<file path="src/rtl/hack_loader_pkg.sv">
// hack_loader_pkg: FSM state type and lane helpers shared by the ioctl download loaders.
package hack_loader_pkg;

  typedef enum logic [2:0] {
    IDLE,
    COLLECT,
    WRITE,
    FLUSH,
    DONE
  } load_state_t;

  function automatic int lane_lsb(input int lane, input int bytes_per_word, input bit big_endian);
    return big_endian ? 8 * (bytes_per_word - 1 - lane) : 8 * lane;
  endfunction

  function automatic int lane_bits(input int bytes_per_word);
    return bytes_per_word > 1 ? $clog2(bytes_per_word) : 1;
  endfunction

endpackage

</file>
<file path="src/rtl/ioctl_word_loader_if.sv">
// ioctl_word_loader_if: HPS ioctl byte stream, memory word write port and session status.
interface ioctl_word_loader_if #(
  parameter int ADDR_W = 15,
  parameter int DATA_W = 16
);
  logic              ioctl_download;
  logic [7:0]        ioctl_index;
  logic              ioctl_wr;
  logic [24:0]       ioctl_addr;
  logic [7:0]        ioctl_dout;
  logic              ioctl_wait;
  logic              mem_wr;
  logic [ADDR_W-1:0] mem_addr;
  logic [DATA_W-1:0] mem_data;
  logic              mem_ready;
  logic              busy;
  logic              done;
  logic [ADDR_W:0]   word_count;
  logic [15:0]       checksum;
  logic              overflow;
  logic              proto_err;

  modport master (
    output ioctl_download, ioctl_index, ioctl_wr, ioctl_addr, ioctl_dout, mem_ready,
    input  ioctl_wait, mem_wr, mem_addr, mem_data, busy, done, word_count, checksum, overflow, proto_err
  );

  modport slave (
    input  ioctl_download, ioctl_index, ioctl_wr, ioctl_addr, ioctl_dout, mem_ready,
    output ioctl_wait, mem_wr, mem_addr, mem_data, busy, done, word_count, checksum, overflow, proto_err
  );
endinterface

</file>
<file path="src/rtl/ioctl_word_asm.sv">
// ioctl_word_asm: per-lane byte buffer and written-lane mask that assemble one memory word.
module ioctl_word_asm
  import hack_loader_pkg::*;
#(
  parameter int BYTES_PER_WORD = 2,
  parameter bit BIG_ENDIAN = 1'b1,
  localparam int DATA_W = 8 * BYTES_PER_WORD,
  localparam int LANE_W = lane_bits(BYTES_PER_WORD)
) (
  input  logic                      clk_sys,
  input  logic                      reset_n,
  input  logic                      clr,
  input  logic                      wr,
  input  logic [LANE_W-1:0]         lane,
  input  logic [7:0]                din,
  output logic [DATA_W-1:0]         word,
  output logic [BYTES_PER_WORD-1:0] mask
);

  logic [7:0] lanes [BYTES_PER_WORD];

  always_ff @(posedge clk_sys or negedge reset_n)
    if (!reset_n) begin
      lanes <= '{default: '0};
      mask  <= '0;
    end else if (clr) begin
      lanes <= '{default: '0};
      mask  <= '0;
    end else begin
      for (int i = 0; i < BYTES_PER_WORD; i++)
        if (wr && lane == LANE_W'(i)) begin
          lanes[i] <= din;
          mask[i]  <= 1'b1;
        end
    end

  always_comb begin
    word = '0;
    for (int i = 0; i < BYTES_PER_WORD; i++)
      word[lane_lsb(i, BYTES_PER_WORD, BIG_ENDIAN) +: 8] = lanes[i];
  end

endmodule

</file>
<file path="src/rtl/ioctl_word_loader.sv">
// ioctl_word_loader: packs ioctl download bytes into memory words and writes them with ready backpressure.
module ioctl_word_loader
  import hack_loader_pkg::*;
#(
  parameter int         BYTES_PER_WORD = 2,
  parameter int         ADDR_W         = 15,
  parameter int         DEPTH          = 2 ** ADDR_W,
  parameter bit         BIG_ENDIAN     = 1'b1,
  parameter logic [7:0] TARGET_INDEX   = 8'd0,
  localparam int        DATA_W         = 8 * BYTES_PER_WORD,
  localparam int        LANE_W         = lane_bits(BYTES_PER_WORD)
) (
  input logic clk_sys,
  input logic reset_n,
  ioctl_word_loader_if.slave bus
);

  load_state_t state, next_state;
  logic dl_q, start, last, in_range, accept, store, commit, mem_wr;
  logic [24:0] word_addr;
  logic [LANE_W-1:0] lane;
  logic [DATA_W-1:0] word;
  logic [BYTES_PER_WORD-1:0] mask;
  logic [ADDR_W-1:0] mem_addr;
  logic [ADDR_W:0] word_count;
  logic [15:0] checksum;
  logic overflow, proto_err;

  assign word_addr = bus.ioctl_addr / 25'(BYTES_PER_WORD);
  assign lane      = LANE_W'(bus.ioctl_addr % 25'(BYTES_PER_WORD));
  assign start     = state == IDLE && bus.ioctl_download && !dl_q && bus.ioctl_index == TARGET_INDEX;
  assign in_range  = word_addr < 25'(DEPTH);
  assign last      = lane == LANE_W'(BYTES_PER_WORD - 1);
  assign accept    = state == COLLECT && bus.ioctl_wr;
  assign store     = accept && in_range;
  assign commit    = mem_wr && bus.mem_ready;

  // out-of-range bytes never reach the buffer, so a flush only ever issues an in-range word
  ioctl_word_asm #(.BYTES_PER_WORD(BYTES_PER_WORD), .BIG_ENDIAN(BIG_ENDIAN)) u_asm (
    .clk_sys (clk_sys),
    .reset_n (reset_n),
    .clr     (start || commit),
    .wr      (store),
    .lane    (lane),
    .din     (bus.ioctl_dout),
    .word    (word),
    .mask    (mask)
  );

  always_ff @(posedge clk_sys or negedge reset_n)
    if (!reset_n) state <= IDLE;
    else state <= next_state;

  // a byte in the same cycle as the download fall is taken first; the fall is seen next cycle
  always_comb
    next_state = state == IDLE    ? (start ? COLLECT : IDLE)
               : state == COLLECT ? (bus.ioctl_wr ? (last && in_range ? WRITE : COLLECT)
                                   : !bus.ioctl_download ? (|mask ? FLUSH : DONE) : COLLECT)
               : state == WRITE   ? (bus.mem_ready ? COLLECT : WRITE)
               : state == FLUSH   ? (bus.mem_ready ? DONE : FLUSH)
               : IDLE;

  always_comb begin
    mem_wr   = state == WRITE || state == FLUSH;
    bus.busy = state == COLLECT || state == WRITE || state == FLUSH;
    bus.done = state == DONE;
  end

  always_ff @(posedge clk_sys or negedge reset_n)
    if (!reset_n) begin
      dl_q       <= 1'b0;
      mem_addr   <= '0;
      word_count <= '0;
      checksum   <= '0;
      overflow   <= 1'b0;
      proto_err  <= 1'b0;
    end else begin
      dl_q <= bus.ioctl_download;
      if (start) begin
        word_count <= '0;
        checksum   <= '0;
        overflow   <= 1'b0;
        proto_err  <= 1'b0;
      end else begin
        if (store) mem_addr <= word_addr[ADDR_W-1:0];
        if (commit) word_count <= word_count + 1'b1;
        if (accept) checksum <= checksum + 16'(bus.ioctl_dout);
        if (accept && !in_range) overflow <= 1'b1;
        if (bus.ioctl_wr && mem_wr) proto_err <= 1'b1;
      end
    end

  assign bus.mem_wr     = mem_wr;
  assign bus.ioctl_wait = mem_wr;
  assign bus.mem_addr   = mem_addr;
  assign bus.mem_data   = word;
  assign bus.word_count = word_count;
  assign bus.checksum   = checksum;
  assign bus.overflow   = overflow;
  assign bus.proto_err  = proto_err;

endmodule

</file>
<file path="src/flat_wrapper.sv">
// flat-port wrapper written by rule: the top's interface ports become plain ports
module ioctl_word_loader_flat import hack_loader_pkg::*;
#(
  parameter int         BYTES_PER_WORD = 2,
  parameter int         ADDR_W         = 15,
  parameter int         DEPTH          = 2 ** ADDR_W,
  parameter bit         BIG_ENDIAN     = 1'b1,
  parameter logic [7:0] TARGET_INDEX   = 8'd0,
  localparam int        DATA_W         = 8 * BYTES_PER_WORD,
  localparam int        LANE_W         = lane_bits(BYTES_PER_WORD)
)
  (clk_sys, reset_n, bus_ioctl_download, bus_ioctl_index, bus_ioctl_wr, bus_ioctl_addr, bus_ioctl_dout, bus_mem_ready, bus_ioctl_wait, bus_mem_wr, bus_mem_addr, bus_mem_data, bus_busy, bus_done, bus_word_count, bus_checksum, bus_overflow, bus_proto_err);
  ioctl_word_loader_if #(.ADDR_W(ADDR_W), .DATA_W(16)) bus_i ();
  input logic clk_sys;
  input logic reset_n;
  input wire logic [$bits(bus_i.ioctl_download)-1:0] bus_ioctl_download;
  input wire logic [$bits(bus_i.ioctl_index)-1:0] bus_ioctl_index;
  input wire logic [$bits(bus_i.ioctl_wr)-1:0] bus_ioctl_wr;
  input wire logic [$bits(bus_i.ioctl_addr)-1:0] bus_ioctl_addr;
  input wire logic [$bits(bus_i.ioctl_dout)-1:0] bus_ioctl_dout;
  input wire logic [$bits(bus_i.mem_ready)-1:0] bus_mem_ready;
  output wire logic [$bits(bus_i.ioctl_wait)-1:0] bus_ioctl_wait;
  output wire logic [$bits(bus_i.mem_wr)-1:0] bus_mem_wr;
  output wire logic [$bits(bus_i.mem_addr)-1:0] bus_mem_addr;
  output wire logic [$bits(bus_i.mem_data)-1:0] bus_mem_data;
  output wire logic [$bits(bus_i.busy)-1:0] bus_busy;
  output wire logic [$bits(bus_i.done)-1:0] bus_done;
  output wire logic [$bits(bus_i.word_count)-1:0] bus_word_count;
  output wire logic [$bits(bus_i.checksum)-1:0] bus_checksum;
  output wire logic [$bits(bus_i.overflow)-1:0] bus_overflow;
  output wire logic [$bits(bus_i.proto_err)-1:0] bus_proto_err;
  assign bus_i.ioctl_download = bus_ioctl_download;
  assign bus_i.ioctl_index = bus_ioctl_index;
  assign bus_i.ioctl_wr = bus_ioctl_wr;
  assign bus_i.ioctl_addr = bus_ioctl_addr;
  assign bus_i.ioctl_dout = bus_ioctl_dout;
  assign bus_i.mem_ready = bus_mem_ready;
  assign bus_ioctl_wait = bus_i.ioctl_wait;
  assign bus_mem_wr = bus_i.mem_wr;
  assign bus_mem_addr = bus_i.mem_addr;
  assign bus_mem_data = bus_i.mem_data;
  assign bus_busy = bus_i.busy;
  assign bus_done = bus_i.done;
  assign bus_word_count = bus_i.word_count;
  assign bus_checksum = bus_i.checksum;
  assign bus_overflow = bus_i.overflow;
  assign bus_proto_err = bus_i.proto_err;
  ioctl_word_loader #(.BYTES_PER_WORD(BYTES_PER_WORD), .ADDR_W(ADDR_W), .DEPTH(DEPTH), .BIG_ENDIAN(BIG_ENDIAN), .TARGET_INDEX(TARGET_INDEX)) u_core (.clk_sys(clk_sys), .reset_n(reset_n), .bus(bus_i));
endmodule
</file>
<file path="config.mk">
export PLATFORM = sky130hd
export DESIGN_NAME = ioctl_word_loader_flat
export DESIGN_NICKNAME = d
export VERILOG_FILES = /design/src/rtl/hack_loader_pkg.sv /design/src/rtl/ioctl_word_loader_if.sv /design/src/rtl/ioctl_word_asm.sv /design/src/rtl/ioctl_word_loader.sv /design/src/flat_wrapper.sv
export SDC_FILE = /design/constraint.sdc
export NUM_CORES = 1
export LEC_CHECK = 0
export ABC_CLOCK_PERIOD_IN_PS = 2190
export CAP_MARGIN = 10
export CORE_MARGIN = 4
export CORE_UTILIZATION = 40
export CTS_CLUSTER_SIZE = 12
export DETAILED_ROUTE_END_ITERATION = 10
export HOLD_SLACK_MARGIN = 0.08
export PLACE_DENSITY = 0.71
export SYNTH_ARGS = -nofsm -noshare
export SYNTH_HDL_FRONTEND = slang
export SYNTH_SLANG_ARGS = --single-unit
</file>
<file path="constraint.sdc">
create_clock -name clk_sys -period 2.19 [get_ports clk_sys]
set_input_delay 0.438 -clock clk_sys [delete_from_list [all_inputs] [get_ports clk_sys]]
set_output_delay 0.438 -clock clk_sys [all_outputs]
set_load 0.03 [all_outputs]
</file>
==> results.md <==
GRT:
- The initial antenna violation count is 0.
- For this run the aggregate overflow at the end of global routing stands at 0.
- The first-pass GRT wire length is 15000 um.
- The number of global-route vias before repair is 3171.
- Entering global routing, the biggest net connects 47 pins.
- The global-route total usage across every layer is 0.183.

Setup path:
- In this design, the stage delay of the slowest critical-path cell is 0.49 ns.
- For the worst setup path, the data arrival time is 2.38 ns.
- The slowest stage of the critical path is the sky130_fd_sc_hd__clkdlybuf4s50_1 cell.
- The critical path is of the in -> reg type.
- The cell seen most often among critical-path stages is sky130_fd_sc_hd__a21oi_1.
- For the worst setup path, the data required time is 2.46 ns.
- Walking the worst path, the cells encountered are clkdlybuf4s50_1, ha_1, o21ai_0, a21oi_1, a21oi_1, buf_4, or4_1, a21oi_1.
- The kind of launch point of the worst setup path is a primary input.
- STA classifies the critical path endpoint as a flip-flop.
- The highest net fanout along the worst path is 8.
- The register-to-register setup slack is 0.21 ns.

STA:
- The number of endpoints with negative hold slack in the final report is 0.
- Setup repair after global routing could not meet its margin everywhere.
- Headroom to the max-slew limit came out at 0.603.
- The transition time at the pin with the least slew margin is 0.595 ns.
- The final critical delay including setup and external delays is 2.11 ns.
- In the finished design, the share of the clock period the worst path needs comes to 0.965.
- The count of final setup violators is 0.
- The highest attainable clock frequency is 473 MHz.
- The final clock skew is 0.00454 ns.
- After routing, the total negative slack on setup checks comes to 0 ns.
- The number of max-slew violations in the final report is 0.

Power and ir drop:
- The power density relative to cell area is 705 nW/um^2.
- For this design the static power due to leakage is 2.34 nW.
- VDD sags by at most 0.394 mV.

Yosys:
- The synthesized netlist contains 47 unique library cells.
- A synthesized cell averages 10.4 sq um.
- The gate count of the mapped netlist is 337.
- For this run, the number of Yosys warnings is 0.
- Yosys attributes the largest share of cell area to sky130_fd_sc_hd__dfrtp_1 (51%), sky130_fd_sc_hd__mux2_2 (4.8%), sky130_fd_sc_hd__nor2_1 (4.2%), sky130_fd_sc_hd__nand2_1 (3.6%), sky130_fd_sc_hd__a21oi_1 (3.4%).
- Of all cell types, the one taking the most synthesized area is sky130_fd_sc_hd__dfrtp_1.
- The total nets after synthesis is 393.
- The share of synthesized area in the top cell type comes to 0.507.
- The predominant post-synthesis flop cell is sky130_fd_sc_hd__dfrtp_1.
- The synthesized design contains 71 register bits.
- The sequential element share of the synthesized area is 0.507.
- The cell area after technology mapping is 3500 sq um.
- After synthesis, the share of flip-flops with an asynchronous set or reset is 1.00.
- The count of flip-flops with a built-in enable after synthesis is 0.

Finish:
- Once layout is complete, the utilization of the core stands at 0.635.
- The net count of the finished layout is 545.
- The repair_antennas step left the layout with diodes totalling 0.
- Counting the fill cells in the layout gives 676.
- After routing the design area is 5320 sq um.
- The post-synthesis to final-layout area growth is 51.9%.
- The share of cells above drive strength 1 is 0.184.

Floorplanning:
- The standard cell core area is 8380 sq um.
- The floorplan step defined a die boundary enclosing 10300 sq um.
- From bottom edge to top edge, the die measures 102 um.
- The floorplan has 33 rows.
- In this run the count of I/O pins placed on the die edge is 115.
- The overall die width is 102 um.
- The starting utilization of the core area is 0.418.

Outcome:
- The run finished with clean final reports.

Clock network:
- The H-tree was split into 3 levels.
- TritonCTS created 9 clock buffers.
- The buffer cell driving the clock tree root is sky130_fd_sc_hd__clkbuf_8.
- The total clock sinks is 71.
- Counting along the longest clock path gives a buffer depth of 2.
- Clock-pin slew was measured on the worst setup and hold paths at 0.07 ns.
- The TritonCTS clock tree is done.
- The clock latency of the later-clocked register in the worst-skew pair is 0.34 ns.

Placement:
- The placed wire-length estimate after detailed placement is 6950 um.
- The cell area after placement is 5050 sq um.
- The count of buffers added on input and output ports is 114.
- The routability congestion estimate from global placement is 0.824.

Job:
- Max-cap violations in this run came to 0.

Detailed routing:
- For this run, design rule violations remaining after detail routing come to 0.
- The total number of vias is 3105.
- In the final routed layout, each cell accounts on average for 15.4 um.
- The average via count per standard cell is 5.18.
- The DRC violation total after the first TritonRoute iteration is 80.
- After detailed routing, the total wire length is 9200 um.
- The final antenna-violating net count is 0.
- For this run, the detailed router's first-pass iteration total came to 4.

Min path:
- The class of the tightest hold or removal check is in -> async.
kinds of logic after synthesis:
logic type,share of synthesized area
xor+xnor,0.0525
compound gates,0.119
mux,0.0739
fa+ha+maj,0.0379
flops,0.507
simple gates,0.186
buf+inv,0.0236
what timing repair did:
| item | 4_1_cts | 5_1_grt |
|---|---|---|
| endpoints found under the setup margin | 7 | 5 |
| hold buffers | 0 | 0 |
| gates resized for setup | 6 | 6 |
| pin swaps | 0 | 2 |
| buffers inserted | 0 | 0 |
stage by stage:
| stage | worst slack, ns | power (mW) | cells | hold slack (ns) |
|---|---|---|---|---|
| finish | 0.0774 | 3.75 | 599 | 0.0974 |
| global route | -0.00527 | 3.97 | 599 | 0.141 |
| CTS | 0.0230 | 3.73 | 599 | 0.116 |
| detailed placement | -0.412 | 2.51 | 583 | 0.471 |
| global placement | -0.370 | 2.48 | 583 | 0.467 |
| floorplan | 0.0224 | 2.02 | 337 | 0.142 |
worst max-delay path, delay by kind of cell:
kind	cells	cell delay [ns]
buf+inv	2	0.65
compound gates	4	0.50
simple gates	1	0.41
fa+ha+maj	1	0.38
final timing paths:
kind / from / to / depth (start not counted)
hold reg to reg: u_core.bus.overflow / u_core.bus.overflow / 2
max in group asynchronous: reset_n / u_core.bus.mem_addr[4] / 2
setup / recovery: bus_ioctl_dout[7] / u_core.bus.checksum[13] / 8
hold / removal: reset_n / u_core.bus.checksum[14] / 1
min in group clk_sys: u_core.bus.overflow / u_core.bus.overflow / 2
setup reg to reg: u_core.state[2] / u_core.bus.word_count[10] / 6
power breakdown:
part           internal [mW]  leakage, nW  switching [mW]
clock network          0.702        0.112           0.498
logic                  0.519         1.26           0.563
registers               1.38        0.972          0.0872
synthesized netlist by cell type, types with 3 or more instances:
library cell / number
sky130_fd_sc_hd__a211oi_1: 4
sky130_fd_sc_hd__a21oi_1: 24
sky130_fd_sc_hd__and3_1: 3
sky130_fd_sc_hd__clkbuf_1: 10
sky130_fd_sc_hd__dfrtp_1: 71
sky130_fd_sc_hd__ha_1: 9
sky130_fd_sc_hd__inv_1: 5
sky130_fd_sc_hd__mux2_2: 15
sky130_fd_sc_hd__mux2i_1: 9
sky130_fd_sc_hd__nand2_1: 34
sky130_fd_sc_hd__nand3_1: 18
sky130_fd_sc_hd__nand4_1: 5
sky130_fd_sc_hd__nor2_1: 39
sky130_fd_sc_hd__nor3_1: 3
sky130_fd_sc_hd__nor4_1: 5
sky130_fd_sc_hd__o21ai_0: 21
sky130_fd_sc_hd__or3_1: 5
sky130_fd_sc_hd__xnor2_1: 8
sky130_fd_sc_hd__xor2_1: 13
routing by layer:
metal	GRT usage	share of wire	up-vias
met5	0	0	-
met4	0.0552	0.015	0
met3	0.0537	0.071	14
met2	0.297	0.48	85
met1	0.237	0.44	1502
li1	-	-	1504
layout make-up:
| class | instances | area, sq um | area share |
|---|---|---|---|
| repair buffers | 154 | 1470 | 0.277 |
| clock buffers | 11 | 151 | 0.0285 |
| multi-input cells | 248 | 1690 | 0.318 |
| inverters | 5 | 18.8 | 0.00353 |
| well taps | 105 | 131 | 0.0247 |
| flip-flops and latches | 71 | 1780 | 0.334 |
| clock inverters | 5 | 80.1 | 0.0151 |
sequential cells by signal, summed over array words and instances, names as in the netlist, 2 cells and up:
signal / cells
u_core.bus.checksum: 16
u_core.bus.mem_addr: 15
u_core.bus.word_count: 16
u_core.state: 3
u_core.u_asm.mask: 2
u_core.u_asm.word: 16
cell usage in the layout, fill, tap and decap left out, drive strengths merged, types with 3 or more instances in the layout:
cell type	netlist	layout
clkdlybuf4s50	0	109
dfrtp	71	71
buf	3	41
nor2	40	40
nand2	34	34
a21oi	24	24
o21ai	21	21
nand3	19	19
mux2	15	15
xor2	13	13
clkbuf	10	11
mux2i	9	9
ha	9	9
xnor2	8	8
nand4	7	7
nor4	6	6
inv	5	5
or3	5	5
dlygate4sd2	0	4
a211oi	4	4
a2111oi	4	4
nor3	3	3
and3	3	3
No activity file was read; power rests on OpenSTA's default activity.
